==> src/rtl/alu_op_ctrl.sv <==
// alu_op_ctrl: sequences one ARM data-processing request through the shared
// 32-bit ALU, owns the NZCV flag register and presents the result.
// Optional build macro ALU_MUL_EN adds an iterative shift-add multiply that
// reuses the ALU for 32 cycles; without it REQ_MUL is ignored.
module alu_op_ctrl #(
  parameter int unsigned DW = 32
) (
  input  logic          CLK,
  input  logic          nRESET,
  input  logic          REQ_VALID,
  output logic          REQ_READY,
  input  logic [3:0]    REQ_OPCODE,
  input  logic          REQ_S,
  input  logic          REQ_MUL,
  input  logic [DW-1:0] REQ_A,
  input  logic [DW-1:0] REQ_B,
  input  logic          REQ_SHC,
  output logic [DW-1:0] ALU_A,
  output logic [DW-1:0] ALU_B,
  output logic          ALU_INVA,
  output logic          ALU_INVB,
  output logic          ALU_PASSA,
  output logic          ALU_PASSB,
  output logic          ALU_AND,
  output logic          ALU_ORR,
  output logic          ALU_EOR,
  output logic          ALU_CIN,
  output logic          ALU_CUSE,
  input  logic [DW-1:0] ALU_DOUT,
  input  logic          ALU_C,
  input  logic          ALU_V,
  input  logic          ALU_N,
  input  logic          ALU_Z,
  output logic          RES_VALID,
  input  logic          RES_READY,
  output logic [DW-1:0] RES_DATA,
  output logic          RES_WE,
  output logic [3:0]    FLAGS
);

  localparam int unsigned CTRL_W  = 9;
  localparam int unsigned B_INVA  = 8;
  localparam int unsigned B_INVB  = 7;
  localparam int unsigned B_PASSA = 6;
  localparam int unsigned B_PASSB = 5;
  localparam int unsigned B_AND   = 4;
  localparam int unsigned B_ORR   = 3;
  localparam int unsigned B_EOR   = 2;
  localparam int unsigned B_CIN   = 1;
  localparam int unsigned B_CUSE  = 0;

  typedef enum logic [1:0] {IDLE, EXEC, MUL, DONE} state_t;

  state_t              state_q, state_d;
  logic [CTRL_W-1:0]   ctrl_q, ctrl_d;
  logic [DW-1:0]       alu_a_q, alu_a_d, alu_b_q, alu_b_d;
  logic [3:0]          op_q, op_d;
  logic                s_q, s_d, shc_q, shc_d;
  logic [DW-1:0]       res_data_q, res_data_d;
  logic                res_we_q, res_we_d, res_valid_q, res_valid_d;
  logic                req_ready_q, req_ready_d;
  logic [3:0]          flags_q, flags_d;

`ifdef ALU_MUL_EN
  logic [DW-1:0]       mul_a_q, mul_a_d, mul_b_q, mul_b_d;
  logic [4:0]          mul_i_q, mul_i_d;
`else
  logic                unused_mul;
  assign unused_mul = REQ_MUL;
`endif

  // ALU control decode for a data-processing opcode; c is the latched carry
  function automatic logic [CTRL_W-1:0] decode(input logic [3:0] op, input logic c);
    logic [CTRL_W-1:0] k;
    k = '0;
    case (op)
      4'h0, 4'h8: k[B_AND] = 1'b1;
      4'h1, 4'h9: k[B_EOR] = 1'b1;
      4'hC:       k[B_ORR] = 1'b1;
      4'hE:       begin k[B_AND] = 1'b1; k[B_INVB] = 1'b1; end
      4'hD:       k[B_PASSB] = 1'b1;
      4'hF:       begin k[B_PASSB] = 1'b1; k[B_INVB] = 1'b1; end
      4'h2, 4'hA: begin k[B_INVB] = 1'b1; k[B_CIN] = 1'b1; k[B_CUSE] = 1'b1; end
      4'h3:       begin k[B_INVA] = 1'b1; k[B_CIN] = 1'b1; k[B_CUSE] = 1'b1; end
      4'h5:       begin k[B_CIN] = c; k[B_CUSE] = 1'b1; end
      4'h6:       begin k[B_INVB] = 1'b1; k[B_CIN] = c; k[B_CUSE] = 1'b1; end
      4'h7:       begin k[B_INVA] = 1'b1; k[B_CIN] = c; k[B_CUSE] = 1'b1; end
      default:    k = '0;
    endcase
    return k;
  endfunction

  function automatic logic is_arith(input logic [3:0] op);
    return ((op >= 4'h2) && (op <= 4'h7)) || (op == 4'hA) || (op == 4'hB);
  endfunction

  // State and datapath registers with synchronous active-low reset
  always_ff @(posedge CLK) begin
    if (!nRESET) begin
      state_q     <= IDLE;
      ctrl_q      <= '0;
      alu_a_q     <= '0;
      alu_b_q     <= '0;
      op_q        <= '0;
      s_q         <= 1'b0;
      shc_q       <= 1'b0;
      res_data_q  <= '0;
      res_we_q    <= 1'b0;
      res_valid_q <= 1'b0;
      req_ready_q <= 1'b1;
      flags_q     <= '0;
`ifdef ALU_MUL_EN
      mul_a_q     <= '0;
      mul_b_q     <= '0;
      mul_i_q     <= '0;
`endif
    end else begin
      state_q     <= state_d;
      ctrl_q      <= ctrl_d;
      alu_a_q     <= alu_a_d;
      alu_b_q     <= alu_b_d;
      op_q        <= op_d;
      s_q         <= s_d;
      shc_q       <= shc_d;
      res_data_q  <= res_data_d;
      res_we_q    <= res_we_d;
      res_valid_q <= res_valid_d;
      req_ready_q <= req_ready_d;
      flags_q     <= flags_d;
`ifdef ALU_MUL_EN
      mul_a_q     <= mul_a_d;
      mul_b_q     <= mul_b_d;
      mul_i_q     <= mul_i_d;
`endif
    end
  end

  // Next-state logic; ALU controls and operands are registered so they are
  // valid exactly while in EXEC/MUL and zero otherwise
  always_comb begin
    state_d     = state_q;
    ctrl_d      = '0;
    alu_a_d     = '0;
    alu_b_d     = '0;
    op_d        = op_q;
    s_d         = s_q;
    shc_d       = shc_q;
    res_data_d  = res_data_q;
    res_we_d    = res_we_q;
    res_valid_d = res_valid_q;
    req_ready_d = req_ready_q;
    flags_d     = flags_q;
`ifdef ALU_MUL_EN
    mul_a_d     = mul_a_q;
    mul_b_d     = mul_b_q;
    mul_i_d     = mul_i_q;
`endif
    case (state_q)
      IDLE: begin
        if (REQ_VALID) begin
          op_d        = REQ_OPCODE;
          s_d         = REQ_S;
          shc_d       = REQ_SHC;
          req_ready_d = 1'b0;
`ifdef ALU_MUL_EN
          if (REQ_MUL) begin
            state_d         = MUL;
            mul_a_d         = REQ_A;
            mul_b_d         = REQ_B;
            mul_i_d         = '0;
            alu_b_d         = REQ_A;
            ctrl_d[B_PASSA] = ~REQ_B[0];
          end else begin
            state_d = EXEC;
            ctrl_d  = decode(REQ_OPCODE, flags_q[1]);
            alu_a_d = REQ_A;
            alu_b_d = REQ_B;
          end
`else
          state_d = EXEC;
          ctrl_d  = decode(REQ_OPCODE, flags_q[1]);
          alu_a_d = REQ_A;
          alu_b_d = REQ_B;
`endif
        end
      end
      EXEC: begin
        res_data_d  = ALU_DOUT;
        res_we_d    = (op_q[3:2] != 2'b10);
        res_valid_d = 1'b1;
        state_d     = DONE;
        if (s_q) begin
          flags_d[3] = ALU_N;
          flags_d[2] = ALU_Z;
          if (is_arith(op_q)) begin
            flags_d[1] = ALU_C;
            flags_d[0] = ALU_V;
          end else begin
            flags_d[1] = shc_q;
          end
        end
      end
      MUL: begin
`ifdef ALU_MUL_EN
        if (mul_i_q == 5'd31) begin
          res_data_d  = ALU_DOUT;
          res_we_d    = 1'b1;
          res_valid_d = 1'b1;
          state_d     = DONE;
          if (s_q) begin
            flags_d[3] = ALU_N;
            flags_d[2] = ALU_Z;
          end
        end else begin
          mul_i_d         = mul_i_q + 5'd1;
          alu_a_d         = ALU_DOUT;
          alu_b_d         = mul_a_q << (mul_i_q + 5'd1);
          ctrl_d[B_PASSA] = ~mul_b_q[mul_i_q + 5'd1];
        end
`else
        state_d     = IDLE;
        req_ready_d = 1'b1;
`endif
      end
      DONE: begin
        if (RES_READY) begin
          res_valid_d = 1'b0;
          req_ready_d = 1'b1;
          state_d     = IDLE;
        end
      end
      default: begin
        state_d     = IDLE;
        req_ready_d = 1'b1;
        res_valid_d = 1'b0;
      end
    endcase
  end

  assign REQ_READY = req_ready_q;
  assign ALU_A     = alu_a_q;
  assign ALU_B     = alu_b_q;
  assign ALU_INVA  = ctrl_q[B_INVA];
  assign ALU_INVB  = ctrl_q[B_INVB];
  assign ALU_PASSA = ctrl_q[B_PASSA];
  assign ALU_PASSB = ctrl_q[B_PASSB];
  assign ALU_AND   = ctrl_q[B_AND];
  assign ALU_ORR   = ctrl_q[B_ORR];
  assign ALU_EOR   = ctrl_q[B_EOR];
  assign ALU_CIN   = ctrl_q[B_CIN];
  assign ALU_CUSE  = ctrl_q[B_CUSE];
  assign RES_VALID = res_valid_q;
  assign RES_DATA  = res_data_q;
  assign RES_WE    = res_we_q;
  assign FLAGS     = flags_q;

endmodule

==> config.mk <==
export PLATFORM = sky130hd
export DESIGN_NAME = alu_op_ctrl
export DESIGN_NICKNAME = d
export VERILOG_FILES = /design/src/rtl/alu_op_ctrl.sv
export SDC_FILE = /design/constraint.sdc
export NUM_CORES = 1
export LEC_CHECK = 0
export CAP_MARGIN = 20
export CORE_ASPECT_RATIO = 0.6
export CORE_MARGIN = 2
export CORE_UTILIZATION = 37
export CTS_CLUSTER_SIZE = 10
export DETAILED_ROUTE_END_ITERATION = 10
export GPL_ROUTABILITY_DRIVEN = 0
export PLACE_DENSITY = 0.9
export SYNTH_ARGS = -nofsm -noshare
export SYNTH_HDL_FRONTEND = slang
export SYNTH_SLANG_ARGS = --single-unit
export TNS_END_PERCENT = 30
==> constraint.sdc <==
create_clock -name CLK -period 1.7 [get_ports CLK]
set_input_delay 0.34 -clock CLK [delete_from_list [all_inputs] [get_ports CLK]]
set_output_delay 0.34 -clock CLK [all_outputs]
set_load 0.02 [all_outputs]
[After elaboration in Yosys (flattened, before gate mapping)]
Index checks and enable logic that the tools add are counted.
Storage, ports and cells
  flip-flop bits (word level): 120
  bits of input ports: 111
  output and inout port bits: 112
Operators by class
  magnitude comparators: 2
  equality and inequality tests: 21
  muxes and demuxes: 16
  reduce and logical (&&, ||, !) cells: 22
Operators with widths (number)
  equality test 4 bit (second input constant): 9
  equality test 4 x 3 -> 1 bit (second input constant): 3
  two-way mux 1 bit: 10
  AND reduction 2 bit: 5
  AND reduction 3 bit: 3
  OR reduction 3 bit: 3
  equality test 4 x 2 -> 1 bit (second input constant): 2
  one-hot mux 2 bit (4 select lines): 1
  != test 2 bit (second input constant): 3
  OR reduction 2 bit: 3
  OR reduction 5 bit: 1
  equality test 2 bit (second input constant): 2
  equality test 4 x 1 -> 1 bit (second input constant): 1
  >= comparator 4 x 2 -> 1 bit (second input constant): 1
  less-or-equal comparator 4 x 3 -> 1 bit (second input constant): 1
  logical NOT 4 bit: 1
  two-way mux 2 bit: 2
  one-hot mux 2 bit (2 select lines): 1
  one-hot mux 1 bit (3 select lines): 1
  nonzero test 3 bit: 1
  equality test 2 x 1 -> 1 bit (second input constant): 1
  logical NOT 2 bit: 1
  logical OR 1 bit: 2
  one-hot mux 1 bit (2 select lines): 1
  other kinds (2): 2

[Logic depth before layout (Yosys ltp)]
Gate-level depths: netlist of the first run.
  depth in word-level cells: 5
  depth in mapped cells: 5
  depth with buffers taken out: 3

[Worst setup path after synthesis of the first run]
OpenSTA, ideal clock, no wires.
  path kind: reg-to-reg
  start: register state_q[1]
  end: register alu_a_q[0], in the netlist ALU_A[0]
  setup time: 115 ps
  data arrival time: 1072 ps
  setup slack: 513 ps
  stages on the path, launching flop included: 5
  path buffers: 2
  period minus slack after synthesis: 1187 ps
  path through: dfxtp_1 and4bb_1 buf_4 buf_2 and2_1
Between the ends
  cells in the longest elaborated chain, start to end: 2
Ends and longest elaborated chain
  from (decl): RTL line 54  | state_t state_q, state_d;
  from (signal assigned): RTL line 118  | state_q <= state_d;
  logical NOT 2 bit: RTL line 158  | case (state_q)
  AND reduction 3 bit (no source line)
  to (signal assigned): RTL line 120  | alu_a_q <= alu_a_d;
  to (decl): RTL line 56  | logic [DW-1:0] alu_a_q, alu_a_d, alu_b_q, alu_b_d;
Every way passes these cells.
A chain may end at the register's enable or synchronous reset.

[Final worst setup path of the first run]
  start: register res_data_q[29], in the netlist RES_DATA[29]
  end: output RES_DATA[29]
RTL lines
  from (decl): RTL line 59  | logic [DW-1:0] res_data_q, res_data_d;
  from (signal assigned): RTL line 125  | res_data_q <= res_data_d;
  to (decl): RTL line 36  | output logic [DW-1:0] RES_DATA,
No word-level cell between the ends.

==> results.toml, run 1 <==
[worst_hold_path]
min-delay-path-class = "reg -> reg"
hold_path_depth = 2

[clock_network]
cts_buffer_depth = 2
clock_insertion_delay_worst_skew_ns = 0.39
cts-buffers-inserted = 17
cts.reportedPaths.clkPinSlew_ns = 0.05
cts_post_setup_buffers_inserted = 0
cts-root-buf = "sky130_fd_sc_hd__clkbuf_16"
cts_tree = "yes"
tritoncts_sink_count = 118
htree_levels = 4
total_of_hold_buffers_inserted_after_clock_tree_synthesis = 0

[cells_and_area]
layout.area.seq_mm2 = 0.00236
filler_cell_count = 755
final_layout_size_suffix_gt1_share_pct = 7.74
mostFrequentLayoutCell = "sky130_fd_sc_hd__clkdlybuf4s50_1"
final_cell_mix = "sky130_fd_sc_hd__clkdlybuf4s50_1, sky130_fd_sc_hd__dfxtp_1, sky130_fd_sc_hd__nand2_1"
antennaDiodeCount = 0
num-nets-final = 705
final_area_mm2 = 0.00680
layout-area-overhead-vs-synth_pct = 80.1
combined_area_of_the_multi_input_logic_cells_mm2 = 0.00130

[global_routing]
grt_pass1_vias = 3227
grt_overall_usage_pct = 18.8
grt_first_pass_wirelength_mm = 15.9
number_of_antenna_violations_at_the_first_check_in_global_routing = 0
maximum_number_of_pins_on_one_net_before_global_route_repair = 35
grt.overflow.total = 0

[run_status]
result_of_the_run = "completed"

[route]
wl_per_cell_um = 14.4
viasPerCell = 4.35
via_count = 3227
drtPass1Iterations = 4
drt_drc_violations_left = 0
drtAntennaViolNets = 0
detailedRoute.firstIterationViolations = 162
postRouteWirelength_mm = 10.7

[floorplan]
die_y_um = 82.3
core.rowCount = 28
initial_utilization_pct = 38.2
die-width_um = 134
floorplan.core_area_mm2 = 0.00988
die_area_mm2 = 0.0111
boundaryPins = 223

[yosys]
yosys-mux-area-fraction_pct = 1.89
main_combinational_cell_family_by_area_after_synthesis = "simple AND/OR/NAND/NOR gates"
synthAdderAreaFrac_pct = 0
sequential_to_total_area_share_from_yosys_stat_pct = 62.5
synth.yosys.warnings = 0
synthSimpleGateAreaFrac_pct = 23.3
synth_cell_types = 29
synth_compound_area_share_pct = 9.01
netlist_instances = 366
synth_seq_cells = 118
postSynthNetCount = 477
synth_area_mm2 = 0.00378
synth_xor_area_share_pct = 0
post_synthesis_mean_instance_area_um2 = 10.3

[setup_path]
worstSetupStartpointType = "flop"
critPathArrivalTime_ns = 1.32
cp_buf_inv_count = 1
critical_path.slowest_cell = "sky130_fd_sc_hd__clkdlybuf4s50_1"
worst-setup-path-type = "reg -> out"
depth_of_the_worst_register_to_register_path = 4
worst_ep_required_time_ns = 1.36
crit_family = "buffers and inverters"
cp-end-kind = "output port"
critPathMaxStageDelay_ns = 0.61
timing.critical_path.depth = 1
crit_path_cell_trace = "clkdlybuf4s50_1"
critical_path.max_fanout = 2

[timing]
layout_min_cycle_time_ns = 1.66
hold_viol = 0
final_slew_violations = 0
min_period_over_period_pct = 97.5
timing.fmax_ghz = 0.603
timing.clock.skew_ns = 0.00739
tightest_hold_margin_ns = 0.448
setup_violations = 0

[place]
placed_instance_area_mm2 = 0.00615
place_hpwl_mm = 8.26
port_buffers = 220

[power]
cellLeakagePower_nw = 3.23
irDropWorstVdd_v = 0.000712
power_density_mw_per_mm2 = 1070

[job]
timing.max_cap.violations = 0
## flip-flops by register name, summed over array words and instances, names as in the netlist
signal,count
op_q,3
ctrl_q,8
ALU_A,32
ALU_B,32
RES_WE,1
REQ_READY,1
RES_VALID,1
shc_q,1
state_q,2
s_q,1
FLAGS,4
RES_DATA,32
## cell type report
type	instances	share of cell area, %
repair buffers	232	35.2
flip-flops and latches	118	34.7
multi-input cells	225	19.1
clock buffers	17	6.25
well taps	135	2.48
clock inverters	15	2.30
## where the power goes
| part | switching (mW) | internal (mW) | total (mW) |
|---|---|---|---|
| Sequential | 0.0535 | 2.90 | 2.95 |
| Clock | 1.26 | 2.16 | 3.42 |
| Combinational | 0.391 | 0.517 | 0.909 |
## worst paths after layout
kind	from	to	slack, ns
max	RES_DATA[29]$_SDFFE_PN0P_	RES_DATA[29]	0.04
min	RES_DATA[16]$_SDFFE_PN0P_	RES_DATA[16]$_SDFFE_PN0P_	0.45
max reg2reg	state_q[1]$_SDFFE_PN0P_	ALU_A[25]$_SDFF_PN0_	0.36
min reg2reg	RES_DATA[16]$_SDFFE_PN0P_	RES_DATA[16]$_SDFFE_PN0P_	0.45
## layer usage
layer	routed length (um)	global-route usage, %
met4	97	7.16
met2	5380	33.2
met3	754	5.92
met1	4450	21.9
met5	0	0
## cell families (layout without fill, tap and decap cells)
kind of cell,Yosys count,after routing
other cells,1,1
compound gates,48,48
flops,118,118
simple gates,169,169
mux,7,7
buf+inv,23,264
## what timing repair did
action                                  CTS  global route
gates resized for setup                  10            35
cloned                                    0             0
endpoints found under the setup margin   10            35
pin swaps                                 0             0
## through the flow
stage               power [mW]  std cells  utilization, %  setup TNS, ns  setup slack [ns]
floorplan                 3.39        366               -              0             0.513
global placement          3.91        710            62.2              0            0.0562
detailed placement        3.94        710            62.2              0            0.0276
CTS                       7.38        742            68.0              0          0.000120
global route              7.58        742            68.9       -0.00190          -0.00190
finish                    7.28        742            68.9              0            0.0421
## synth_stat cells
master,count,area (um2)
sky130_fd_sc_hd__a21boi_0,3,22.5
sky130_fd_sc_hd__a21boi_1,32,240
sky130_fd_sc_hd__a21oi_1,4,20.0
sky130_fd_sc_hd__a2bb2oi_1,1,8.76
sky130_fd_sc_hd__a31oi_1,1,6.26
sky130_fd_sc_hd__and2_1,66,413
sky130_fd_sc_hd__and3_1,1,6.26
sky130_fd_sc_hd__and3b_1,1,8.76
sky130_fd_sc_hd__and4bb_1,1,12.5
sky130_fd_sc_hd__buf_2,8,40.0
sky130_fd_sc_hd__buf_4,6,45.0
sky130_fd_sc_hd__clkbuf_1,9,33.8
sky130_fd_sc_hd__conb_1,1,3.75
sky130_fd_sc_hd__dfxtp_1,118,2360
sky130_fd_sc_hd__mux2_2,1,11.3
sky130_fd_sc_hd__mux2i_1,6,60.1
sky130_fd_sc_hd__nand2_1,76,285
sky130_fd_sc_hd__nand2b_1,2,12.5
sky130_fd_sc_hd__nand3b_1,2,15.0
sky130_fd_sc_hd__nand4b_1,1,8.76
sky130_fd_sc_hd__nor2_1,3,11.3
sky130_fd_sc_hd__nor2b_1,9,56.3
sky130_fd_sc_hd__nor3_1,3,15.0
sky130_fd_sc_hd__nor3b_1,2,15.0
sky130_fd_sc_hd__nor4_2,1,12.5
sky130_fd_sc_hd__o211a_1,1,10.0
sky130_fd_sc_hd__o21a_1,1,7.51
sky130_fd_sc_hd__o21ai_0,5,25.0
sky130_fd_sc_hd__or3b_1,1,8.76
No activity file was read; power rests on OpenSTA's default activity.
==> inputs of run 2 (changes only) <==
--- a/config.mk
+++ b/config.mk
@@ -5,7 +5,6 @@
 export SDC_FILE = /design/constraint.sdc
 export NUM_CORES = 1
 export LEC_CHECK = 0
-export CAP_MARGIN = 20
 export CORE_ASPECT_RATIO = 0.6
 export CORE_MARGIN = 2
 export CORE_UTILIZATION = 37
==> results of run 2 <==
No change in the layout: final DEF, timing and power equal those of run 1.
==> inputs of run 3 (changes only) <==
--- a/config.mk
+++ b/config.mk
@@ -5,12 +5,13 @@
 export SDC_FILE = /design/constraint.sdc
 export NUM_CORES = 1
 export LEC_CHECK = 0
-export CORE_ASPECT_RATIO = 0.6
+export CAP_MARGIN = 20
 export CORE_MARGIN = 2
 export CORE_UTILIZATION = 37
 export CTS_CLUSTER_SIZE = 10
 export DETAILED_ROUTE_END_ITERATION = 10
 export GPL_ROUTABILITY_DRIVEN = 0
+export HOLD_SLACK_MARGIN = 0.03
 export PLACE_DENSITY = 0.9
 export SYNTH_ARGS = -nofsm -noshare
 export SYNTH_HDL_FRONTEND = slang
==> results.toml, run 3 (synthesized netlist as in run 1, its figures left out) <==
[cells_and_area]
mostFrequentLayoutCell = "sky130_fd_sc_hd__dfxtp_1"
combined_area_of_the_multi_input_logic_cells_mm2 = 0.00130
final_cell_mix = "sky130_fd_sc_hd__dfxtp_1, sky130_fd_sc_hd__dlygate4sd2_1, sky130_fd_sc_hd__clkdlybuf4s50_1"
antennaDiodeCount = 0
num-nets-final = 704
filler_cell_count = 752
final_area_mm2 = 0.00659
utilization_pct = 66.8
post_layout_instance_count_excluding_filler_cells = 739
layout.area.seq_mm2 = 0.00236
layout-area-overhead-vs-synth_pct = 74.5
final_layout_size_suffix_gt1_share_pct = 7.59

[clock_network]
cts.reportedPaths.clkPinSlew_ns = 0.06
cts-root-buf = "sky130_fd_sc_hd__clkbuf_8"
tritoncts_sink_count = 118
cts_tree = "yes"
cts-buffers-inserted = 17
htree_levels = 4
total_of_hold_buffers_inserted_after_clock_tree_synthesis = 0
clock_insertion_delay_worst_skew_ns = 0.50
cts_buffer_depth = 2

[floorplan]
die-width_um = 105
core.rowCount = 36
floorplan.core_area_mm2 = 0.00986
die_y_um = 105
boundaryPins = 223
initial_utilization_pct = 38.3
die_area_mm2 = 0.0110

[setup_path]
crit_family = "buffers and inverters"
critical_path.reg2reg.startpoint = "state_q[0]$_SDFFE_PN0P_"
critPathMaxStageDelay_ns = 0.39
crit_path_cell_trace = "dlygate4sd2_1"
reg2reg_to = "RES_DATA[18]$_SDFFE_PN0P_"
worstSetupStartpointType = "flop"
critical_path.slowest_cell = "sky130_fd_sc_hd__dlygate4sd2_1"
cp-end-kind = "output port"
ff2ff_setup_slack_ns = 0.32
worst-setup-path-type = "reg -> out"
cp_buf_inv_count = 1
critical_path.max_fanout = 4
depth_of_the_worst_register_to_register_path = 4
critPathArrivalTime_ns = 1.27
worst_ep_required_time_ns = 1.36

[timing]
layout_min_cycle_time_ns = 1.61
final_slew_violations = 0
hold_viol = 0
timing.clock.skew_ns = 0.00638
timing.fmax_ghz = 0.623
min_period_over_period_pct = 94.5
finalSetupTns_ns = 0
setup_violations = 0
unrepaired_setup_endpoints_after_global_routing = "no"

[power]
total_power_mw = 7.45
cellLeakagePower_nw = 3.08
power_density_mw_per_mm2 = 1130
irDropWorstVdd_v = 0.000645

[route]
wl_per_cell_um = 14.3
via_count = 3303
postRouteWirelength_mm = 10.6
drt_drc_violations_left = 0
drtAntennaViolNets = 0
drtPass1Iterations = 5
viasPerCell = 4.47
detailedRoute.firstIterationViolations = 148

[job]
timing.max_cap.violations = 0

[global_routing]
grt_overall_usage_pct = 19.6
number_of_antenna_violations_at_the_first_check_in_global_routing = 0
grt_first_pass_wirelength_mm = 16.8
maximum_number_of_pins_on_one_net_before_global_route_repair = 37
grt_pass1_vias = 3390
grt.overflow.total = 0

[worst_hold_path]
min-delay-path-class = "in -> reg"
hold_path.startpoint = "ALU_DOUT[9]"
hold_path_depth = 3
hold-path-endpoint = "RES_DATA[9]$_SDFFE_PN0P_"

[place]
cell_total_after_placement = 707
port_buffers = 220
place_hpwl_mm = 7.84
placed_instance_area_mm2 = 0.00611

[run_status]
result_of_the_run = "completed"
==> run 3: worst max path at each step <==
stage / from / end / slack [ns] / cells after the start
floorplan: state_q[1]$_SDFFE_PN0P_ / ALU_A[0]$_SDFF_PN0_ / 0.51 / 4
global placement: REQ_VALID / ctrl_q[3]$_SDFF_PN0_ / -0.002 / 5
detailed placement: REQ_VALID / ctrl_q[3]$_SDFF_PN0_ / -0.003 / 5
CTS: FLAGS[1]$_SDFFE_PN0P_ / FLAGS[1] / 0.05 / 1
global route: FLAGS[1]$_SDFFE_PN0P_ / FLAGS[1] / 0.03 / 1
finish: FLAGS[1]$_SDFFE_PN0P_ / FLAGS[1] / 0.09 / 1
==> run 3: per-layer routing <==
metal / track usage (%) / up-vias / routed length [um]
met2: 35.3 / 153 / 5610
met1: 19.6 / 1499 / 3960
met5: 0 / - / 0
met4: 10.5 / 0 / 375
met3: 6.99 / 30 / 656
li1: - / 1621 / -
==> run 3: tightest hold or removal path, delay by kind of cell <==
kind,cells,cell delay (ns)
AOI/OAI and AO/OA,1,0.05
buffers and inverters,1,0.40
and+or+nand+nor,1,0.05
==> run 3: final cells by class <==
class,count,share of cell area (%)
clock buffer,18,6.34
tap,133,2.52
timing repair buffer,231,32.5
multi-input combinational,225,19.7
clock inverter,14,3.06
sequential,118,35.8
==> run 3: what timing repair did <==
item                       CTS  global route
setup endpoints to repair  111             0
buffers inserted             0             0
resized for setup          111             0
==> run 3: power breakdown <==
group	internal, mW	switching (mW)	total (mW)
Combinational	0.445	0.391	0.836
Sequential	2.89	0.0514	2.95
Clock	2.39	1.27	3.66
Total	5.73	1.71	7.45
==> run 3: per-stage QoR <==
stage               hold slack [ns]  worst slack, ns
floorplan                     0.414            0.513
global placement              0.441         -0.00199
detailed placement            0.447         -0.00261
CTS                           0.354           0.0520
global route                  0.370           0.0315
finish                        0.389           0.0937
